==> src/rtl/pipe_ctrl.sv <==
// Pipeline sequencing controller: merges stage stall requests, orders branch/trap
// redirects behind in-flight stalls, counts stall cycles and guards against a hung data bus.
module pipe_ctrl #(
  parameter int WDOG_CYC = 1024,
  parameter int CNT_W    = 32
) (
  input  logic             clk,
  input  logic             rst,
  input  logic             stallreq_id,
  input  logic             stallreq_ex,
  input  logic             stallreq_mem,
  input  logic             br_i,
  input  logic [31:0]      br_addr_i,
  input  logic             trap_i,
  input  logic [31:0]      trap_vec_i,
  output logic [5:0]       stall,
  output logic             flush,
  output logic             redirect_o,
  output logic [31:0]      redirect_addr_o,
  output logic             bus_err_o,
  output logic [CNT_W-1:0] perf_stall_cnt
);

  localparam int WD_W = $clog2(WDOG_CYC + 1);

  typedef enum logic [1:0] {RUN, DRAIN, FLUSH, HALT} state_t;

  state_t            state_reg, state_next;
  logic [31:0]       latch_addr_reg, latch_addr_next;
  logic [31:0]       raddr_reg, raddr_next;
  logic              bus_err_reg;
  logic [CNT_W-1:0]  perf_reg;
  logic [WD_W-1:0]   wdog_cnt_reg;

  logic [5:0]        base_stall;
  logic [5:0]        stall_comb;
  logic              pending;
  logic              wdog_trip;
  logic              flush_comb;

  assign pending = stallreq_id | stallreq_ex | stallreq_mem;

  // Each stall bit freezes its register and everything upstream of the requesting stage.
  genvar gi;
  generate
    for (gi = 0; gi < 5; gi++) begin : g_base
      if (gi < 3) begin : g_front
        assign base_stall[gi] = pending;
      end else if (gi == 3) begin : g_exmem
        assign base_stall[gi] = stallreq_ex | stallreq_mem;
      end else begin : g_memwb
        assign base_stall[gi] = stallreq_mem;
      end
    end
  endgenerate
  assign base_stall[5] = 1'b0;

  // Counter parks at WDOG_CYC-1 so a held request keeps the trip condition true.
  assign wdog_trip = stallreq_mem && (wdog_cnt_reg == WD_W'(WDOG_CYC - 1));

  always_ff @(posedge clk or posedge rst) begin
    if (rst) begin
      wdog_cnt_reg <= '0;
    end else if (!stallreq_mem) begin
      wdog_cnt_reg <= '0;
    end else if (!wdog_trip) begin
      wdog_cnt_reg <= wdog_cnt_reg + 1'b1;
    end
  end

  always_comb begin
    state_next      = state_reg;
    latch_addr_next = latch_addr_reg;
    raddr_next      = raddr_reg;
    stall_comb      = 6'b000000;
    flush_comb      = 1'b0;
    case (state_reg)
      RUN: begin
        stall_comb = base_stall;
        if (trap_i) begin
          latch_addr_next = trap_vec_i;
          if (pending) begin
            state_next = DRAIN;
          end else begin
            raddr_next = trap_vec_i;
            state_next = FLUSH;
          end
        end else if (br_i && !pending) begin
          raddr_next = br_addr_i;
          state_next = FLUSH;
        end
      end
      DRAIN: begin
        stall_comb = base_stall | 6'b000011;
        if (!pending) begin
          raddr_next = latch_addr_reg;
          state_next = FLUSH;
        end
      end
      FLUSH: begin
        flush_comb = 1'b1;
        state_next = RUN;
      end
      HALT: begin
        stall_comb = 6'b111111;
      end
      default: state_next = RUN;
    endcase
    // A hung bus overrides whatever redirect was in progress.
    if (wdog_trip) begin
      state_next      = HALT;
      latch_addr_next = latch_addr_reg;
      raddr_next      = raddr_reg;
    end
  end

  always_ff @(posedge clk or posedge rst) begin
    if (rst) begin
      state_reg      <= RUN;
      latch_addr_reg <= '0;
      raddr_reg      <= '0;
      bus_err_reg    <= 1'b0;
    end else begin
      state_reg      <= state_next;
      latch_addr_reg <= latch_addr_next;
      raddr_reg      <= raddr_next;
      if (wdog_trip) begin
        bus_err_reg <= 1'b1;
      end
    end
  end

  always_ff @(posedge clk or posedge rst) begin
    if (rst) begin
      perf_reg <= '0;
    end else if ((stall != 6'b000000) && (perf_reg != {CNT_W{1'b1}})) begin
      perf_reg <= perf_reg + 1'b1;
    end
  end

  assign stall           = rst ? 6'b000000 : stall_comb;
  assign flush           = flush_comb;
  assign redirect_o      = flush_comb;
  assign redirect_addr_o = raddr_reg;
  assign bus_err_o       = bus_err_reg;
  assign perf_stall_cnt  = perf_reg;

endmodule

==> config.mk <==
export PLATFORM = sky130hd
export DESIGN_NAME = pipe_ctrl
export DESIGN_NICKNAME = d
export VERILOG_FILES = /design/src/rtl/pipe_ctrl.sv
export SDC_FILE = /design/constraint.sdc
export NUM_CORES = 1
export LEC_CHECK = 0
export CORE_AREA = 8 8 122 124
export DETAILED_ROUTE_END_ITERATION = 10
export DIE_AREA = 0 0 130 132
export GPL_TIMING_DRIVEN = 0
export HOLD_SLACK_MARGIN = 0.06
export PLACE_DENSITY = 0.79
export SETUP_SLACK_MARGIN = 0.5
export SYNTH_ARGS = -nofsm -noshare
export SYNTH_HDL_FRONTEND = slang
export SYNTH_SLANG_ARGS = --single-unit
==> constraint.sdc <==
create_clock -name clk -period 4.8 [get_ports clk]
set_input_delay 1.44 -clock clk [delete_from_list [all_inputs] [get_ports clk]]
set_output_delay 1.44 -clock clk [all_outputs]
set_load 0.005 [all_outputs]
==> results.sh, run 1 <==
export IMPL_status="complete, no violations"
export IMPL_route_detailed_drc=0
export IMPL_yosysTopAreaCell="dfrtp_1"
export IMPL_cp_end_kind="primary output"
export IMPL_hp_start="bus_err_o$_DFFE_PP0P_"
export IMPL_cp_cell_sequence="buf_4 > or3b_4 > o32ai_4 > clkdlybuf4s50_1"
export IMPL_cts_hold_buffers=0
export IMPL_worst_slack_ns=0.6182
export IMPL_period_needed_ns=4.182
export IMPL_dieHeight_um=132
export IMPL_final_cell_mix="clkdlybuf4s50_1, dfrtp_1, nand2_1, nor2_1, a21oi_1"
export IMPL_postSynthAreaPerCell_um2=10.70
export IMPL_place_congestion=0.8974
export IMPL_maxCapViolations=0
export IMPL_rsz0062_at_grt="no"
export IMPL_hold_viol_final=0
export IMPL_fin_hold_ws_ns=0.4704
export IMPL_synthTopCellsByArea="dfrtp_1, mux2_4, mux2i_1, nand2_1, xor2_1"
export IMPL_worst_path_buf_inv=2
export IMPL_grt_total_usage_pct=17.85
export IMPL_synthToLayoutAreaGrowth_pct=35.10
export IMPL_clk_latency_ns=0.34
export IMPL_antenna_cells=0
export IMPL_max_vdd_ir_drop_v=0.0002499
export IMPL_place_ws_ns=0.02982
export IMPL_ys_ff_latch=110
export IMPL_r2r_start="state_reg[1]$_DFFE_PP0P_"
export IMPL_cts_tree="done"
export IMPL_finalCritPeriodShare_pct=87.12
export IMPL_critPathLaunchType="input port"
export IMPL_synth_seq_area_share_pct=48.47
export IMPL_synth_edf_count=0
export IMPL_worst_pin_slew_ns=0.8789
export IMPL_ant_nets=0
export IMPL_multi_input_area_um2=2769
export IMPL_antenna_found_initial=0
export IMPL_setup_violations=0
export IMPL_synthFlopType="dfrtp_1"
export IMPL_path_max_fanout=8
export IMPL_min_to="bus_err_o$_DFFE_PP0P_"
export IMPL_hold_depth=1
export IMPL_rr_endpoint="perf_stall_cnt[30]$_DFFE_PP0P_"
export IMPL_async_flop_share_pct=100.0
export IMPL_core_um2=12980
export IMPL_grt_first_pass_wirelength_um=24780
export IMPL_crit_type="in2out"
export IMPL_slew_headroom_pct=41.15
export IMPL_synth_cell_types=53
export IMPL_r2r_slack_ns=2.22
export IMPL_grt_pass1_vias=4925
export IMPL_clk_pin_slew_ns=0.07
export IMPL_fin_skew_ns=0.008786
export IMPL_m1WireLength_um=6532
export IMPL_cts_sinks=110
export IMPL_synth_nets=608
export IMPL_slowest_stage="clkdlybuf4s50_1"
export IMPL_max_freq_mhz=239.1
export IMPL_drive_gt1_share_pct=12.43
export IMPL_drt_iter0_markers=282
export IMPL_wl_met2_um=7498
export IMPL_grt_overflow=0
export IMPL_setup_tns_ns=0
export IMPL_root_buffer="clkbuf_16"
export IMPL_fp_dieW_um=130
export IMPL_port_buffer_count=141
export IMPL_critical_path_top_delay_family="buffers and inverters"
export IMPL_p_leak_nw=3.365
export IMPL_hpwl_um=11600
export IMPL_ys_warn_count=0
export IMPL_yosys_area_top_type_share_pct=48.47
export IMPL_vias_per_cell=5.335
export IMPL_wl_met3_um=1045
export IMPL_worstPathArrival_ns=2.74
export IMPL_ctsHtreeMaxLevel=3
export IMPL_cp_required_ns=3.36
export IMPL_nets=764
export IMPL_wl_per_cell_um=17.53
export IMPL_ff_latch_area_um2=2753
export IMPL_reg2regPathDepth=9
export IMPL_cts_inserted_buffers=9
export IMPL_die_area_um2=17160
export IMPL_start_util_pct=43.75
export IMPL_synthCells=531
export IMPL_final_common_cell="clkdlybuf4s50_1"
export IMPL_drtPass1Iterations=4
export IMPL_cpPeakStageDelay_ns=0.57
export IMPL_row_count=42
export IMPL_vias=4631
export IMPL_slew_violations=0
export IMPL_nFillCells=1071
export IMPL_synth_area_um2=5679
export IMPL_pin_count=144
export IMPL_grt_start_max_net_pins=45
export IMPL_wirelength_um=15210
export IMPL_holdCritPathClass="reg2reg"
export IMPL_clk_path_buf_depth=2
export IMPL_routed_top_layer="met4"
export IMPL_powerDensity_nw_per_um2=473.6
through the flow:
stage / instances / area (um2) / power, mW / utilization, %
global placement: 848 / 7315 / 2.876 / 56.35
CTS: 868 / 7674 / 3.664 / 59.12
detailed placement: 850 / 7355 / 2.935 / 56.66
global route: 868 / 7672 / 3.866 / 59.11
finish: 868 / 7672 / 3.633 / 59.11
floorplan: 531 / 5683 / 2.236 / -
logic make-up after synthesis:
logic type	count (synthesis)	synth area share (%)
simple gates	190	18.24
mux	69	14.89
fa+ha+maj	6	1.322
xor+xnor	35	5.398
flops	110	48.47
compound gates	84	8.416
buf+inv	37	3.260
synthesized netlist by cell type (all sizes together), types with 7 or more instances:
cell type  number
a21oi          36
and2            8
and3            8
buf            12
clkbuf         18
dfrtp         110
inv             7
mux2           34
mux2i          35
nand2          58
nand3          15
nand4          15
nor2           42
nor3           15
nor4           13
o21ai          35
xnor2          13
xor2           22
cell type report:
cell class              instances  area share, %
well taps                     176          2.870
flip-flops and latches        110          35.88
plain buffers                  30          2.104
inverters                       7         0.3914
multi-input cells             384          36.09
clock inverters                 5         0.4566
clock buffers                  11          3.164
repair buffers                145          19.05
metal layers:
layer	up-vias	track usage, %
met1	2293	22.48
li1	2181	-
met2	145	30.16
met3	12	3.317
met5	-	0
met4	0	5.358
report_power, final:
group	internal [mW]	switching [mW]
logic	0.844	0.618
registers	1.24	0.227
clock network	0.367	0.334
total	2.45	1.18
worst register-to-register path, cell delays in order (launching register included):
cell and delay [ns]:
dfrtp_1 0.47, inv_1 0.15, ha_1 0.28, or3b_4 0.27, o32ai_4 0.09, buf_4 0.17
o31ai_2 0.41, buf_2 0.34, nor3_1 0.12, xor2_1 0.15
what timing repair did:
| action | CTS | global route |
|---|---|---|
| cloned | 0 | 0 |
| resized for setup | 8 | 3 |
| endpoints found under the hold margin | 0 | 0 |
| pin swaps | 2 | 1 |
| buffers inserted | 2 | 0 |
| endpoints found under the setup margin | 5 | 2 |
worst max-delay path by stage:
stage | startpoint | end | slack, ns | depth (start not counted)
after floorplan | rst | stall[1] | 0.95 | 4
after global placement | stallreq_mem | stall[1] | 0.05 | 5
after detailed placement | stallreq_mem | stall[1] | 0.03 | 5
after CTS | stallreq_mem | stall[2] | 0.50 | 4
after global routing | rst | stall[0] | 0.58 | 4
final | rst | stall[0] | 0.62 | 4
(Power assumes the default switching activity.)
==> run 2, diff against run 1 <==
--- a/config.mk
+++ b/config.mk
@@ -5,6 +5,7 @@
 export SDC_FILE = /design/constraint.sdc
 export NUM_CORES = 1
 export LEC_CHECK = 0
+export CAP_MARGIN = 20
 export CORE_AREA = 8 8 122 124
 export DETAILED_ROUTE_END_ITERATION = 10
 export DIE_AREA = 0 0 130 132
@@ -12,6 +13,7 @@
 export HOLD_SLACK_MARGIN = 0.06
 export PLACE_DENSITY = 0.79
 export SETUP_SLACK_MARGIN = 0.5
+export SKIP_CTS_REPAIR_TIMING = 1
 export SYNTH_ARGS = -nofsm -noshare
 export SYNTH_HDL_FRONTEND = slang
 export SYNTH_SLANG_ARGS = --single-unit
==> run 2 against run 1 <==
First-iteration DRC count rose by 11%. Clock skew rose by 0.00065 ns. Register-to-register slack barely moved. Maximum frequency fell by 1.1%. Worst hold slack barely moved. Sequential power barely moved. Via count rose by 0.95%. Final area rose by 0.39%. Die area did not move. Flip-flop and latch count did not move.
==> results.sh, run 2 (synthesized netlist as in run 1, its figures left out) <==
export IMPL_p_clk_share_pct=19.3
export IMPL_antenna_cells=0
export IMPL_worstPathArrival_ns=2.79
export IMPL_drive_gt1_share_pct=12.54
export IMPL_fin_hold_ws_ns=0.4704
export IMPL_p_sw_mw=1.184
export IMPL_hold_depth=1
export IMPL_p_leak_nw=3.400
export IMPL_port_buffer_count=141
export IMPL_critPathLaunchType="input port"
export IMPL_grt_start_max_net_pins=45
export IMPL_start_util_pct=43.75
export IMPL_status="complete, no violations"
export IMPL_row_count=42
export IMPL_seq_power_share_pct=40.4
export IMPL_antenna_found_initial=0
export IMPL_grtUsageMet3_pct=3.317
export IMPL_r2r_start="state_reg[1]$_DFFE_PP0P_"
export IMPL_reg2regPathDepth=9
export IMPL_period_needed_ns=4.228
export IMPL_hp_start="bus_err_o$_DFFE_PP0P_"
export IMPL_fp_dieW_um=130
export IMPL_grt_util_met2_pct=29.84
export IMPL_top_usage_layer="met2"
export IMPL_max_vdd_ir_drop_v=0.0002495
export IMPL_powerDensity_nw_per_um2=473.2
export IMPL_grt_use_met1_pct=22.29
export IMPL_r2r_slack_ns=2.22
export IMPL_grt_total_usage_pct=17.69
export IMPL_ant_nets=0
export IMPL_crit_type="in2out"
export IMPL_netSwitchingFraction_pct=32.50
export IMPL_drtPass1Iterations=4
export IMPL_synthToLayoutAreaGrowth_pct=35.62
export IMPL_vias_per_cell=5.374
export IMPL_cp_required_ns=3.36
export IMPL_wl_per_cell_um=17.52
export IMPL_critPathLaunch="stallreq_mem"
export IMPL_nFillCells=1075
export IMPL_p_int_mw=2.460
export IMPL_die_area_um2=17160
export IMPL_cts_sinks=110
export IMPL_hpwl_um=11600
export IMPL_max_freq_mhz=236.5
export IMPL_cts_inserted_buffers=9
export IMPL_slew_violations=0
export IMPL_final_common_cell="clkdlybuf4s50_1"
export IMPL_clk_path_buf_depth=2
export IMPL_rsz0062_at_grt="no"
export IMPL_slew_headroom_pct=39.84
export IMPL_holdCritPathClass="reg2reg"
export IMPL_cts_tree="done"
export IMPL_fin_skew_ns=0.009432
export IMPL_cp_end_kind="primary output"
export IMPL_grt_first_pass_wirelength_um=24610
export IMPL_combPwrFrac_pct=40.3
export IMPL_nets=766
export IMPL_core_um2=12980
export IMPL_pin_count=144
export IMPL_root_buffer="clkbuf_16"
export IMPL_route_detailed_drc=0
export IMPL_maxCapViolations=0
export IMPL_grt_overflow=0
export IMPL_vias=4675
export IMPL_wirelength_um=15240
export IMPL_dieHeight_um=132
export IMPL_min_to="bus_err_o$_DFFE_PP0P_"
export IMPL_place_congestion=0.8974
export IMPL_ctsHtreeMaxLevel=3
export IMPL_setup_violations=0
export IMPL_worst_pin_slew_ns=0.8985
export IMPL_fin_util_pct=59.34
export IMPL_grt_pass1_vias=4897
export IMPL_finalCritPeriodShare_pct=88.08
export IMPL_clk_pin_slew_ns=0.07
export IMPL_clk_latency_ns=0.34
export IMPL_drt_iter0_markers=312
export IMPL_final_cell_mix="clkdlybuf4s50_1, dfrtp_1, nand2_1, nor2_1, a21oi_1"
export IMPL_rr_endpoint="perf_stall_cnt[30]$_DFFE_PP0P_"
export IMPL_path_max_fanout=7
export IMPL_hold_viol_final=0
[run 2: cell count changes in the layout (fill, tap and decap cells not counted), sizes merged]
cell,before,now
dlymetal6s2s,1,4
dlygate4sd2,2,0
clkbuf,30,29
buf,16,18
[run 2: worst max path at each step]
stage,to,slack [ns],cells after the start
detailed placement,stall[1],0.03,5
floorplan,stall[1],0.95,4
finish,stall[2],0.57,4
CTS,stall[1],-0.02,5
global route,stall[2],0.51,4
global placement,stall[1],0.05,5
[run 2: final cells by class]
cell class | count | area, um2 | area share (%)
plain buffers | 30 | 161.4 | 2.096
clock buffers | 11 | 242.7 | 3.151
clock inverters | 5 | 35.03 | 0.4548
inverters | 7 | 30.03 | 0.3899
multi-input cells | 384 | 2769 | 35.95
flip-flops and latches | 110 | 2753 | 35.74
well taps | 176 | 220.2 | 2.859
repair buffers | 147 | 1491 | 19.36
[run 2: routing by layer]
metal	part of all wire (%)	up-vias	routed length, um
met5	0	-	0
met4	1.1	0	172
met3	7.0	15	1070
met2	49	168	7469
met1	43	2313	6528
li1	-	2179	-
[run 2: stage by stage]
step	cells	setup WS (ns)	total power, mW	setup TNS [ns]	area [um2]
after detailed placement	850	0.02982	2.935	0	7355
after global placement	848	0.05276	2.876	0	7315
final	870	0.5721	3.645	0	7702
after floorplan	531	0.9494	2.236	0	5683
after global routing	870	0.5060	3.870	0	7702
after CTS	866	-0.01862	3.642	-0.01862	7632
[run 2: critical path, stage by stage]
cell and delay [ns]:
dlymetal6s2s_1 0.28, nor3_4 0.11, a211oi_4 0.37, clkdlybuf4s50_1 0.58
[run 2: power by group through the flow]
stage               Clock, mW  Combinational [mW]  Sequential (mW)
global route            0.751                1.61             1.51
floorplan                   0               0.795             1.44
finish                  0.704                1.47             1.47
detailed placement          0                1.46             1.48
CTS                     0.714                1.46             1.47
global placement            0                1.41             1.47
==> run 3, diff against run 2 <==
--- a/config.mk
+++ b/config.mk
@@ -7,6 +7,7 @@
 export LEC_CHECK = 0
 export CAP_MARGIN = 20
 export CORE_AREA = 8 8 122 124
+export CTS_CLUSTER_DIAMETER = 30
 export DETAILED_ROUTE_END_ITERATION = 10
 export DIE_AREA = 0 0 130 132
 export GPL_TIMING_DRIVEN = 0
==> results of run 3 <==
Same layout as run 2: the final DEF is identical, and so are final timing and power.
